File: config.mk
export PLATFORM = sky130hd
export DESIGN_NAME = seg_scan_ctrl_flat
export DESIGN_NICKNAME = d
export VERILOG_FILES = /design/src/rtl/seg_pkg.sv /design/src/rtl/seg_scan_ctrl_if.sv /design/src/rtl/seg_scan_ctrl_codes.sv /design/src/rtl/seg_scan_ctrl.sv /design/src/flat_wrapper.sv
export SDC_FILE = /design/constraint.sdc
export NUM_CORES = 1
export LEC_CHECK = 0
export BUFFER_PORTS_ARGS = -buffer_cell sky130_fd_sc_hd__buf_4
export CELL_PAD_IN_SITES_DETAIL_PLACEMENT = 2
export CELL_PAD_IN_SITES_GLOBAL_PLACEMENT = 2
export CORE_MARGIN = 2
export CORE_UTILIZATION = 44
export DETAILED_ROUTE_END_ITERATION = 12
export GPL_ROUTABILITY_DRIVEN = 1
export HOLD_SLACK_MARGIN = 0.05
export PLACE_DENSITY = 0.89
export SLEW_MARGIN = 20
export SYNTH_ARGS = -nofsm -noshare
export SYNTH_HDL_FRONTEND = slang
export SYNTH_SLANG_ARGS = --single-unit
export TNS_END_PERCENT = 10
File: constraint.sdc
create_clock -name clk -period 6.6 [get_ports clk]
set_input_delay 1.98 -clock clk [delete_from_list [all_inputs] [get_ports clk]]
set_output_delay 1.98 -clock clk [all_outputs]
set_load 0.01 [all_outputs]
File: src/rtl/seg_pkg.sv
// seg_pkg: digit codes, display-word type, scan states and digit selection shared by the scan controller.
package seg_pkg;

    typedef logic [4:0]  digit_t;
    typedef logic [19:0] disp_word_t;

    localparam digit_t DIG_0     = 5'd0;
    localparam digit_t DIG_1     = 5'd1;
    localparam digit_t DIG_2     = 5'd2;
    localparam digit_t DIG_3     = 5'd3;
    localparam digit_t DIG_4     = 5'd4;
    localparam digit_t DIG_5     = 5'd5;
    localparam digit_t DIG_6     = 5'd6;
    localparam digit_t DIG_7     = 5'd7;
    localparam digit_t DIG_8     = 5'd8;
    localparam digit_t DIG_9     = 5'd9;
    localparam digit_t DIG_L     = 5'd10;
    localparam digit_t DIG_R     = 5'd11;
    localparam digit_t DIG_I     = 5'd12;
    localparam digit_t DIG_N     = 5'd13;
    localparam digit_t DIG_T     = 5'd14;
    localparam digit_t DIG_BLANK = 5'b11111;

    // Scan state is the digit index itself: SCANn drives digit n.
    typedef enum logic [1:0] {SCAN0, SCAN1, SCAN2, SCAN3} scan_e;

    function automatic digit_t digit_at(disp_word_t w, logic [1:0] i);
        return w[i*5 +: 5];
    endfunction

endpackage

File: src/rtl/seg_scan_ctrl_if.sv
// seg_scan_ctrl_if: load handshake and display pins; blink_mask exists only with SEG_SCAN_BLINK_EN.
interface seg_scan_ctrl_if;
    import seg_pkg::*;

    logic       load;
    disp_word_t digits_in;
    logic [3:0] dp_in;
    logic       ready;
    logic       load_ack;
    logic [3:0] an;
    logic [7:0] seg;
`ifdef SEG_SCAN_BLINK_EN
    logic [3:0] blink_mask;

    modport master (output load, digits_in, dp_in, blink_mask, input ready, load_ack, an, seg);
    modport slave  (input load, digits_in, dp_in, blink_mask, output ready, load_ack, an, seg);
`else
    modport master (output load, digits_in, dp_in, input ready, load_ack, an, seg);
    modport slave  (input load, digits_in, dp_in, output ready, load_ack, an, seg);
`endif

endinterface

File: src/rtl/seg_scan_ctrl_codes.sv
// seg_codes: active-low 7-segment decoder (bits g..a) for digits, L r I n t; other codes blank.
module seg_codes
    import seg_pkg::*;
(
    input  digit_t     code_i,
    output logic [6:0] seg_n_o
);

    // Pure lookup; unused codes fall through to all segments off.
    always_comb begin
        seg_n_o = 7'h7F;
        case (code_i)
            DIG_0:   seg_n_o = 7'h40;
            DIG_1:   seg_n_o = 7'h79;
            DIG_2:   seg_n_o = 7'h24;
            DIG_3:   seg_n_o = 7'h30;
            DIG_4:   seg_n_o = 7'h19;
            DIG_5:   seg_n_o = 7'h12;
            DIG_6:   seg_n_o = 7'h02;
            DIG_7:   seg_n_o = 7'h78;
            DIG_8:   seg_n_o = 7'h00;
            DIG_9:   seg_n_o = 7'h10;
            DIG_L:   seg_n_o = 7'h47;
            DIG_R:   seg_n_o = 7'h2F;
            DIG_I:   seg_n_o = 7'h4F;
            DIG_N:   seg_n_o = 7'h2B;
            DIG_T:   seg_n_o = 7'h07;
            default: seg_n_o = 7'h7F;
        endcase
    end

endmodule

File: src/rtl/seg_scan_ctrl.sv
// seg_scan_ctrl: 4-digit multiplexed 7-segment scanner with double-buffered display word.
// Optional blinking is built when SEG_SCAN_BLINK_EN is defined.
module seg_scan_ctrl
    import seg_pkg::*;
#(
    parameter int REFRESH_DIV  = 100000,
    parameter int BLINK_FRAMES = 125
) (
    input  logic           clk,
    input  logic           rst,
    seg_scan_ctrl_if.slave bus
);

    localparam int CW = $clog2(REFRESH_DIV);

    logic [CW-1:0] cnt_q, cnt_d;
    scan_e         state_q, state_d;
    disp_word_t    act_q, pend_q;
    logic [3:0]    act_dp_q, pend_dp_q;
    logic          ready_q, ack_q;
    logic [3:0]    an_q, an_d;
    logic [7:0]    seg_q, seg_d;
    logic          tick, frame, accept, commit, blank;
    digit_t        cur_digit;
    logic [6:0]    pat;

    assign cur_digit = digit_at(act_q, state_q);

    seg_codes u_codes (
        .code_i  (cur_digit),
        .seg_n_o (pat)
    );

`ifdef SEG_SCAN_BLINK_EN
    localparam int BW = $clog2(BLINK_FRAMES + 1);

    logic [BW-1:0] bcnt_q;
    logic          phase_q;
    logic [3:0]    act_bm_q, pend_bm_q;

    // Blink phase flips after every BLINK_FRAMES completed frames.
    always_ff @(posedge clk or posedge rst) begin
        if (rst) begin
            bcnt_q  <= '0;
            phase_q <= 1'b0;
        end else if (frame) begin
            bcnt_q  <= (bcnt_q == BW'(BLINK_FRAMES - 1)) ? '0 : bcnt_q + 1'b1;
            phase_q <= (bcnt_q == BW'(BLINK_FRAMES - 1)) ? ~phase_q : phase_q;
        end
    end

    // Blink mask follows the same pending/active path as the digits.
    always_ff @(posedge clk or posedge rst) begin
        if (rst) begin
            pend_bm_q <= '0;
            act_bm_q  <= '0;
        end else begin
            if (accept) pend_bm_q <= bus.blink_mask;
            if (commit) act_bm_q  <= pend_bm_q;
        end
    end

    assign blank = phase_q && act_bm_q[state_q];
`else
    assign blank = 1'b0;
`endif

    // Next-state and display decode; the tick cycle produces the all-off guard.
    always_comb begin
        tick    = cnt_q == CW'(REFRESH_DIV - 1);
        frame   = tick && (state_q == SCAN3);
        accept  = bus.load && ready_q;
        commit  = frame && !ready_q;
        cnt_d   = tick ? '0 : cnt_q + 1'b1;
        state_d = tick ? scan_e'(state_q + 2'd1) : state_q;
        an_d    = tick ? 4'b1111 : ~(4'b0001 << state_q);
        seg_d   = (tick || blank) ? 8'hFF : {~act_dp_q[state_q], pat};
    end

    // Refresh counter and scan state register.
    always_ff @(posedge clk or posedge rst) begin
        if (rst) begin
            cnt_q   <= '0;
            state_q <= SCAN0;
        end else begin
            cnt_q   <= cnt_d;
            state_q <= state_d;
        end
    end

    // Pending word is held while ready is low and only moves to active on a frame boundary.
    always_ff @(posedge clk or posedge rst) begin
        if (rst) begin
            pend_q    <= '0;
            pend_dp_q <= '0;
            act_q     <= {4{DIG_BLANK}};
            act_dp_q  <= '0;
            ready_q   <= 1'b1;
            ack_q     <= 1'b0;
        end else begin
            ack_q <= commit;
            if (accept) begin
                pend_q    <= bus.digits_in;
                pend_dp_q <= bus.dp_in;
                ready_q   <= 1'b0;
            end
            if (commit) begin
                act_q    <= pend_q;
                act_dp_q <= pend_dp_q;
                ready_q  <= 1'b1;
            end
        end
    end

    // Registered anode and cathode drive.
    always_ff @(posedge clk or posedge rst) begin
        if (rst) begin
            an_q  <= 4'b1111;
            seg_q <= 8'hFF;
        end else begin
            an_q  <= an_d;
            seg_q <= seg_d;
        end
    end

    assign bus.ready    = ready_q;
    assign bus.load_ack = ack_q;
    assign bus.an       = an_q;
    assign bus.seg      = seg_q;

endmodule
File: src/flat_wrapper.sv
// flat-port wrapper written by rule: the top's interface ports become plain ports
module seg_scan_ctrl_flat import seg_pkg::*;
#(
    parameter int REFRESH_DIV  = 100000,
    parameter int BLINK_FRAMES = 125
)
  (clk, rst, bus_load, bus_digits_in, bus_dp_in, bus_ready, bus_load_ack, bus_an, bus_seg);
  seg_scan_ctrl_if bus_i ();
  input  logic clk;
  input  logic rst;
  input wire logic [$bits(bus_i.load)-1:0] bus_load;
  input wire logic [$bits(bus_i.digits_in)-1:0] bus_digits_in;
  input wire logic [$bits(bus_i.dp_in)-1:0] bus_dp_in;
  output wire logic [$bits(bus_i.ready)-1:0] bus_ready;
  output wire logic [$bits(bus_i.load_ack)-1:0] bus_load_ack;
  output wire logic [$bits(bus_i.an)-1:0] bus_an;
  output wire logic [$bits(bus_i.seg)-1:0] bus_seg;
  assign bus_i.load = bus_load;
  assign bus_i.digits_in = bus_digits_in;
  assign bus_i.dp_in = bus_dp_in;
  assign bus_ready = bus_i.ready;
  assign bus_load_ack = bus_i.load_ack;
  assign bus_an = bus_i.an;
  assign bus_seg = bus_i.seg;
  seg_scan_ctrl #(.REFRESH_DIV(REFRESH_DIV), .BLINK_FRAMES(BLINK_FRAMES)) u_core (.clk(clk), .rst(rst), .bus(bus_i));
endmodule
==> metrics.md, run 1 <==
| Metric | Value |
|---|---|
| Overall routing resource usage | `20.93%` |
| Clk slew on worst S/H paths | `0.09 ns` |
| Crit path from | `u_core.bus.ready$_DFFE_PP1P_` |
| Slowest cell on crit path | `dfstp_2` |
| Clock Root Buffer | `clkbuf_8` |
| TritonCTS Buffers | `9` |
| Startpoint Class | `flop` |
| IO Pins | `41` |
| Number of enable flip-flop cells after synthesis | `0` |
| Sequential share of the synthesized area | `between 50% and 60%` |
| TritonCTS clock tree | `yes` |
| Layout Skew | `~0.015 ns` |
| Critical setup path kind | `reg -> out` |
| Layout cell share with drive strength beyond 1 | `roughly half` |
| Post-synthesis mux area share | `~20%` |
| Nets | `~340` |
| Post-synth top flop | `dfrtp_1` |
| Top-count cell post-synth | `mux2_2` |
| RSZ-0062 raised after global routing | `no` |
| Hold buffer count at CTS | `0` |
| DIE WIDTH | `about 95 um` |
| Post-synth top cells | `50 x mux2_2, 48 x dfrtp_1, 33 x dfstp_2` |
| CP Cell Sequence | `buf_4` |
| CP Max Fanout | `4` |
| Clock Sinks | `81` |
| Largest net degree at the start of global routing | `between 40 and 50` |
| Main combinational cell family by area after synthesis | `multiplexers` |
| Final Hold Fails | `0` |
| Result of the run | `finished clean` |
| Synth Area in Adders | `roughly 4.1%` |
| Post-route cell area | `between 0.004 and 0.005 sq mm` |
| Post-synthesis compound-gate area fraction | `under 10%` |
| Synth area leaders | `dfrtp_1 33%, dfstp_2 24%, mux2_2 16%, ha_1 4.1%, mux4_1 2.2%` |
| Detailed-placement wirelength estimate | `about 5500 um` |
| Synth warn | `0` |
| Synth Register Bits | `slightly above 80` |
| Die ar. | `approximately 0.009 sq mm` |
| Drt wl/cell | `between 20 and 25 um` |
| Iter 0 DRT Violations | `79` |
| DRT Pass-1 Iters | `4` |
| Final total power | `0.9944 mW` |
| Post-Route WL | `between 8000 and 9000 um` |
| CP delay by family, top | `flip-flops` |
| Pwr dens | `about 230 mW/mm^2` |
| Max-cap violations | `0` |
| Dominant cell type by area after synthesis | `dfrtp_1` |
| Fmax | `327.8 MHz` |
| Netlist cell types | `44` |
| Vias per cell | `around 5.3` |
| Crit path largest cell delay | `between 0.5 and 0.6 ns` |
| GRT Residual Overflow | `0` |
| Vias in the first global route | `roughly 2500` |
| Initial core utilization | `roughly 45%` |
| Area grow syn2layout | `17.02%` |
| Worst Hold Launch | `u_core.cnt_q[0]$_DFF_PP0_` |
| Vias post-DR | `2211` |
| Post-synth ARST share | `between 90% and 100%` |
| Crit path setup slack, layout | `between 3 and 4 ns` |
| Initial antenna violation count | `0` |
| DRC Markers | `0` |
| Syn avg cell area | `around 14 sq um` |
| Num rows | `33` |
| Detail Route Antenna Nets | `0` |
| Crit. End Element | `output port` |
| Synth Area in XOR/XNOR | `between 3 and 4%` |
| HP Class | `reg -> reg` |
| Setup bufs post-CTS | `0` |
| Port-buffer cells | `40` |
| CORE AREA | `~0.0081 sq mm` |
| Pleak | `roughly 1.9 nW` |
| Crit path DAT | `roughly 1.1 ns` |
| Synth Instances | `around 260` |
| Hold_ws | `just under 0.5 ns` |
| H-tree levels | `3` |
| DIE HEIGHT | `94.86 um` |
| Setup-failing EPs final | `0` |
| Worst skew pair latency | `about 0.36 ns` |
| Clk buf depth | `2` |
| IR drop worst, VDD | `roughly 130 uV` |
| Placer Congestion | `between 0.7 and 0.8` |
| Synth Area in Simple Gates | `9.714%` |
| Req. time, crit path | `about 4.6 ns` |
| Slew margin rel. | `between 40% and 50%` |
| Post-synthesis cell area | `approximately 0.0036 sq mm` |
| CTS resizes | `0` |
| Placed Area | `between 0.004 and 0.005 sq mm` |
| Global-route wire length before repair | `13830 um` |
| Fin crit period | `~3.1 ns` |
| Worst-Margin Slew | `0.8277 ns` |
| Syn nets | `301` |
| Ant diodes | `0` |
| TNS Setup | `0 ns` |
| Post-place setup slack | `about 3.1 ns` |
| Yosys top cell area share | `33.07%` |
| Worst r2r src | `u_core.state_q[1]$_DFFE_PP0N_` |
| WP buf/inv | `1` |
| Crit share post-route | `a little under half` |
| Max-slew violations | `0` |
path summary, 6_finish.rpt:
kind                                                    to  slack (ns)  cells past startpoint
setup / recovery                                 bus_ready        3.55                      1
hold / removal                   u_core.cnt_q[0]$_DFF_PP0_        0.49                      1
setup reg to reg               u_core.bus.seg[6]$_DFF_PP1_        4.02                      6
hold reg to reg                  u_core.cnt_q[0]$_DFF_PP0_        0.49                      1
max in group asynchronous      u_core.bus.seg[4]$_DFF_PP1_        3.75                      3
min in group asynchronous  u_core.pend_dp_q[3]$_DFFE_PP0P_        1.78                      2
cell families after synthesis:
family / Yosys count
xor+xnor: 15
compound gates: 16
mux: 58
flops: 81
fa+ha+maj: 12
buf+inv: 17
simple gates: 63
layout make-up:
type,count,area (sq um)
Fill cell,802,3842
Sequential cell,81,2068
Multi-Input combinational cell,164,1471
Timing Repair Buffer,42,322.8
Tap cell,105,131.4
Clock buffer,9,123.9
Clock inverter,7,106.4
Inverter,7,26.28
where the power goes:
group	internal, mW	total, mW	switching [mW]	leakage [nW]
clock network	0.221	0.427	0.206	0.117
registers	0.514	0.527	0.0123	0.959
logic	0.0223	0.0408	0.0184	0.799
total	0.758	0.994	0.237	1.88
sequential cells by signal (all words and copies together) (netlist names):
| name | cells |
|---|---|
| u_core.bus.ready | 1 |
| u_core.cnt_q | 17 |
| u_core.pend_q | 20 |
| u_core.pend_dp_q | 4 |
| u_core.bus.seg | 8 |
| u_core.act_dp_q | 4 |
| u_core.state_q | 2 |
| u_core.bus.load_ack | 1 |
| u_core.bus.an | 4 |
| u_core.act_q | 20 |
layer usage:
metal	share of wire [%]	global-route usage, %	wire length [um]	vias up
li1	-	-	-	1001
met1	42	26.62	3792	1157
met2	53	36.64	4805	39
met3	2.6	3.671	238	14
met4	1.7	6.039	151	0
met5	0	0	0	-
metrics by stage:
step                utilization (%)  instances
floorplan                         -        262
global route                  52.52        415
CTS                           52.30        414
global placement              49.46        398
detailed placement            49.46        398
finish                        52.52        415
layout by cell type (no fill, tap or decap), types with 2 or more instances in the layout:
master / instances
nor2_1: 14
mux2i_1: 2
mux4_1: 3
buf_4: 41
clkbuf_8: 9
or2_2: 2
nand3b_1: 2
nand2_1: 15
dfrtp_1: 48
a21oi_1: 2
ha_1: 12
or3_1: 2
o21ai_0: 6
mux2_2: 50
nand4_1: 5
and2_1: 3
nand3_1: 6
mux4_2: 3
xnor2_1: 8
inv_6: 4
xor2_1: 7
inv_1: 6
and4_1: 3
dfstp_2: 33
bufinv_16: 2
Note: power is estimated with default switching activity, not from simulation.
==> inputs of run 2 (changes only) <==
Settings changed: CORE_UTILIZATION 44 to 37, PLACE_DENSITY 0.89 to 0.81.
Clock period 6.6 ns to 2.7 ns, I/O delays scaled along.
==> run 2 against run 1 <==
  * Flip-flop and latch count unchanged
  * Clock skew down 0.0053 ns
  * Clock power up 93%
  * Hold slack better by 0.0069 ns
  * Final cell count up 7.5%
  * Via count down 1.1%
==> metrics.md, run 2 (synthesis results as in run 1) <==
| Metric | Value |
|---|---|
| Vias per cell | `4.901` |
| Worst skew pair latency | `0.36 ns` |
| Reg2Reg Depth | `6` |
| Final Hold Fails | `0` |
| Num rows | `36` |
| H-tree levels | `3` |
| Overall routing resource usage | `around 16%` |
| HP Class | `reg -> reg` |
| Port-buffer cells | `40` |
| Setup-failing EPs final | `0` |
| Fin crit period | `roughly 2.3 ns` |
| Post-Route WL | `7669 um` |
| CP delay by family, top | `multiplexers` |
| Initial antenna violation count | `0` |
| Critical setup path kind | `reg -> reg` |
| DIE HEIGHT | `around 100 um` |
| Detail Route Antenna Nets | `0` |
| Global-route wire length before repair | `12850 um` |
| Startpoint Class | `flop` |
| Crit path DAT | `2.61 ns` |
| Hold buffer count at CTS | `0` |
| Clk buf depth | `2` |
| Top sig layer | `met4` |
| Nets | `roughly 350` |
| IO Pins | `41` |
| Result of the run | `finished clean` |
| CORE AREA | `0.009639 sq mm` |
| CP Cell Sequence | `mux4_1 -> inv_1 -> ha_1 -> and2_1 -> o21a_1 -> o21ai_0` |
| DRC Markers | `0` |
| End of the worst register-to-register path | `u_core.bus.seg[6]$_DFF_PP1_` |
| Placer Congestion | `about 0.75` |
| Layout Skew | `between 0.009 and 0.01 ns` |
| Vias in the first global route | `about 2500` |
| Initial core utilization | `~38%` |
| Met3 wire len | `around 200 um` |
| Largest net degree at the start of global routing | `82` |
| TritonCTS Buffers | `9` |
| Max-slew violations | `0` |
| CP Max Fanout | `7` |
| Most common cell after layout, fill and taps aside | `mux2_2` |
| R2R Setup Slk | `0.38 ns` |
| Crit share post-route | `85.93%` |
| Vias post-DR | `about 2200` |
| M1 wire length | `3302 um` |
| Clk slew on worst S/H paths | `around 0.090 ns` |
| Drt wl/cell | `~17 um` |
| WP buf/inv | `1` |
| Hold_ws | `approximately 0.5 ns` |
| Clock Sinks | `81` |
| Biggest regs | `u_core.act_q: 20 flops, u_core.pend_q: 20 flops, u_core.cnt_q: 17 flops` |
| Worst-Margin Slew | `about 0.42 ns` |
| GRT Residual Overflow | `0` |
| Ant diodes | `0` |
| Area grow syn2layout | `17.40%` |
| Iter 0 DRT Violations | `between 60 and 70` |
| CTS resizes | `0` |
| Pleak | `about 1.9 nW` |
| Req. time, crit path | `approximately 3.0 ns` |
| Worst r2r src | `u_core.state_q[1]$_DFFE_PP0N_` |
| TritonCTS clock tree | `yes` |
| DIE WIDTH | `between 100 and 150 um` |
| TNS Setup | `0 ns` |
| Fmax | `between 400 and 500 MHz` |
| Hold path depth | `1` |
| Detailed-placement wirelength estimate | `between 5000 and 6000 um` |
| Hold EP | `u_core.cnt_q[0]$_DFF_PP0_` |
| Die ar. | `approximately 0.011 sq mm` |
| Crit. End Element | `flop` |
| DRT Pass-1 Iters | `4` |
| IR drop worst, VDD | `between 300 and 400 uV` |
| Slew margin rel. | `a little under three quarters` |
| Metal2 WL | `4005 um` |
| Clock Root Buffer | `clkbuf_8` |
| Layout cell share with drive strength beyond 1 | `between 40% and 50%` |
| Pwr dens | `516.4 mW/mm^2` |
| Setup bufs post-CTS | `0` |
| Slowest cell on crit path | `mux4_1` |
| RSZ-0062 raised after global routing | `no` |
| Crit path largest cell delay | `~0.75 ns` |
| Worst Hold Launch | `u_core.cnt_q[0]$_DFF_PP0_` |
| Max-cap violations | `0` |
| Commonest non-fill, non-tap cells in the layout | `50 x mux2_2, 48 x dfrtp_1, 44 x buf_4` |
run 2: worst max path at each step:
| stage | cells past startpoint | to | slack (ns) | start |
|---|---|---|---|---|
| 6_report | 6 | u_core.bus.seg[6]$_DFF_PP1_ | 0.38 | u_core.state_q[1]$_DFFE_PP0N_ |
| 5_1_grt | 6 | u_core.bus.seg[6]$_DFF_PP1_ | 0.28 | u_core.state_q[1]$_DFFE_PP0N_ |
| 4_1_cts | 6 | u_core.bus.seg[6]$_DFF_PP1_ | 0.34 | u_core.state_q[1]$_DFFE_PP0N_ |
| 3_5_place_dp | 6 | u_core.bus.seg[6]$_DFF_PP1_ | 0.41 | u_core.state_q[1]$_DFFE_PP0N_ |
| 3_3_place_gp | 6 | u_core.bus.seg[6]$_DFF_PP1_ | 0.58 | u_core.state_q[1]$_DFFE_PP0N_ |
| 2_1_floorplan | 7 | u_core.bus.seg[6]$_DFF_PP1_ | 0.64 | u_core.state_q[1]$_DFFE_PP0N_ |
run 2: metal layers:
layer,vias to the layer above,global-route usage [%]
met5,-,0
met3,12,2.847
met2,35,27.17
met1,1134,20.35
met4,0,7.895
li1,1005,-
run 2: through the flow:
step                util (%)  instances  cell area, sq um  power, mW  setup WS (ns)
detailed placement     42.37        430              4084      1.402         0.4071
global route           44.24        446              4264      2.308         0.2753
global placement       42.37        430              4084      1.393         0.5832
finish                 44.24        446              4264      2.202         0.3800
CTS                    44.24        446              4264      2.251         0.3437
floorplan                  -        262              3636      1.344         0.6359
run 2: power by group:
group / switching (mW) / internal [mW] / total [mW]
clock network: 0.465 / 0.360 / 0.825
logic: 0.0395 / 0.0565 / 0.0960
registers: 0.0240 / 1.26 / 1.28
total: 0.528 / 1.67 / 2.20
run 2: cell type report:
type	instances	area, sq um
Clock buffer	10	137.6
Clock inverter	6	42.54
Fill cell	994	5375
Inverter	7	30.03
Multi-Input combinational cell	164	1469
Sequential cell	81	2068
Tap cell	133	166.4
Timing Repair Buffer	45	350.3
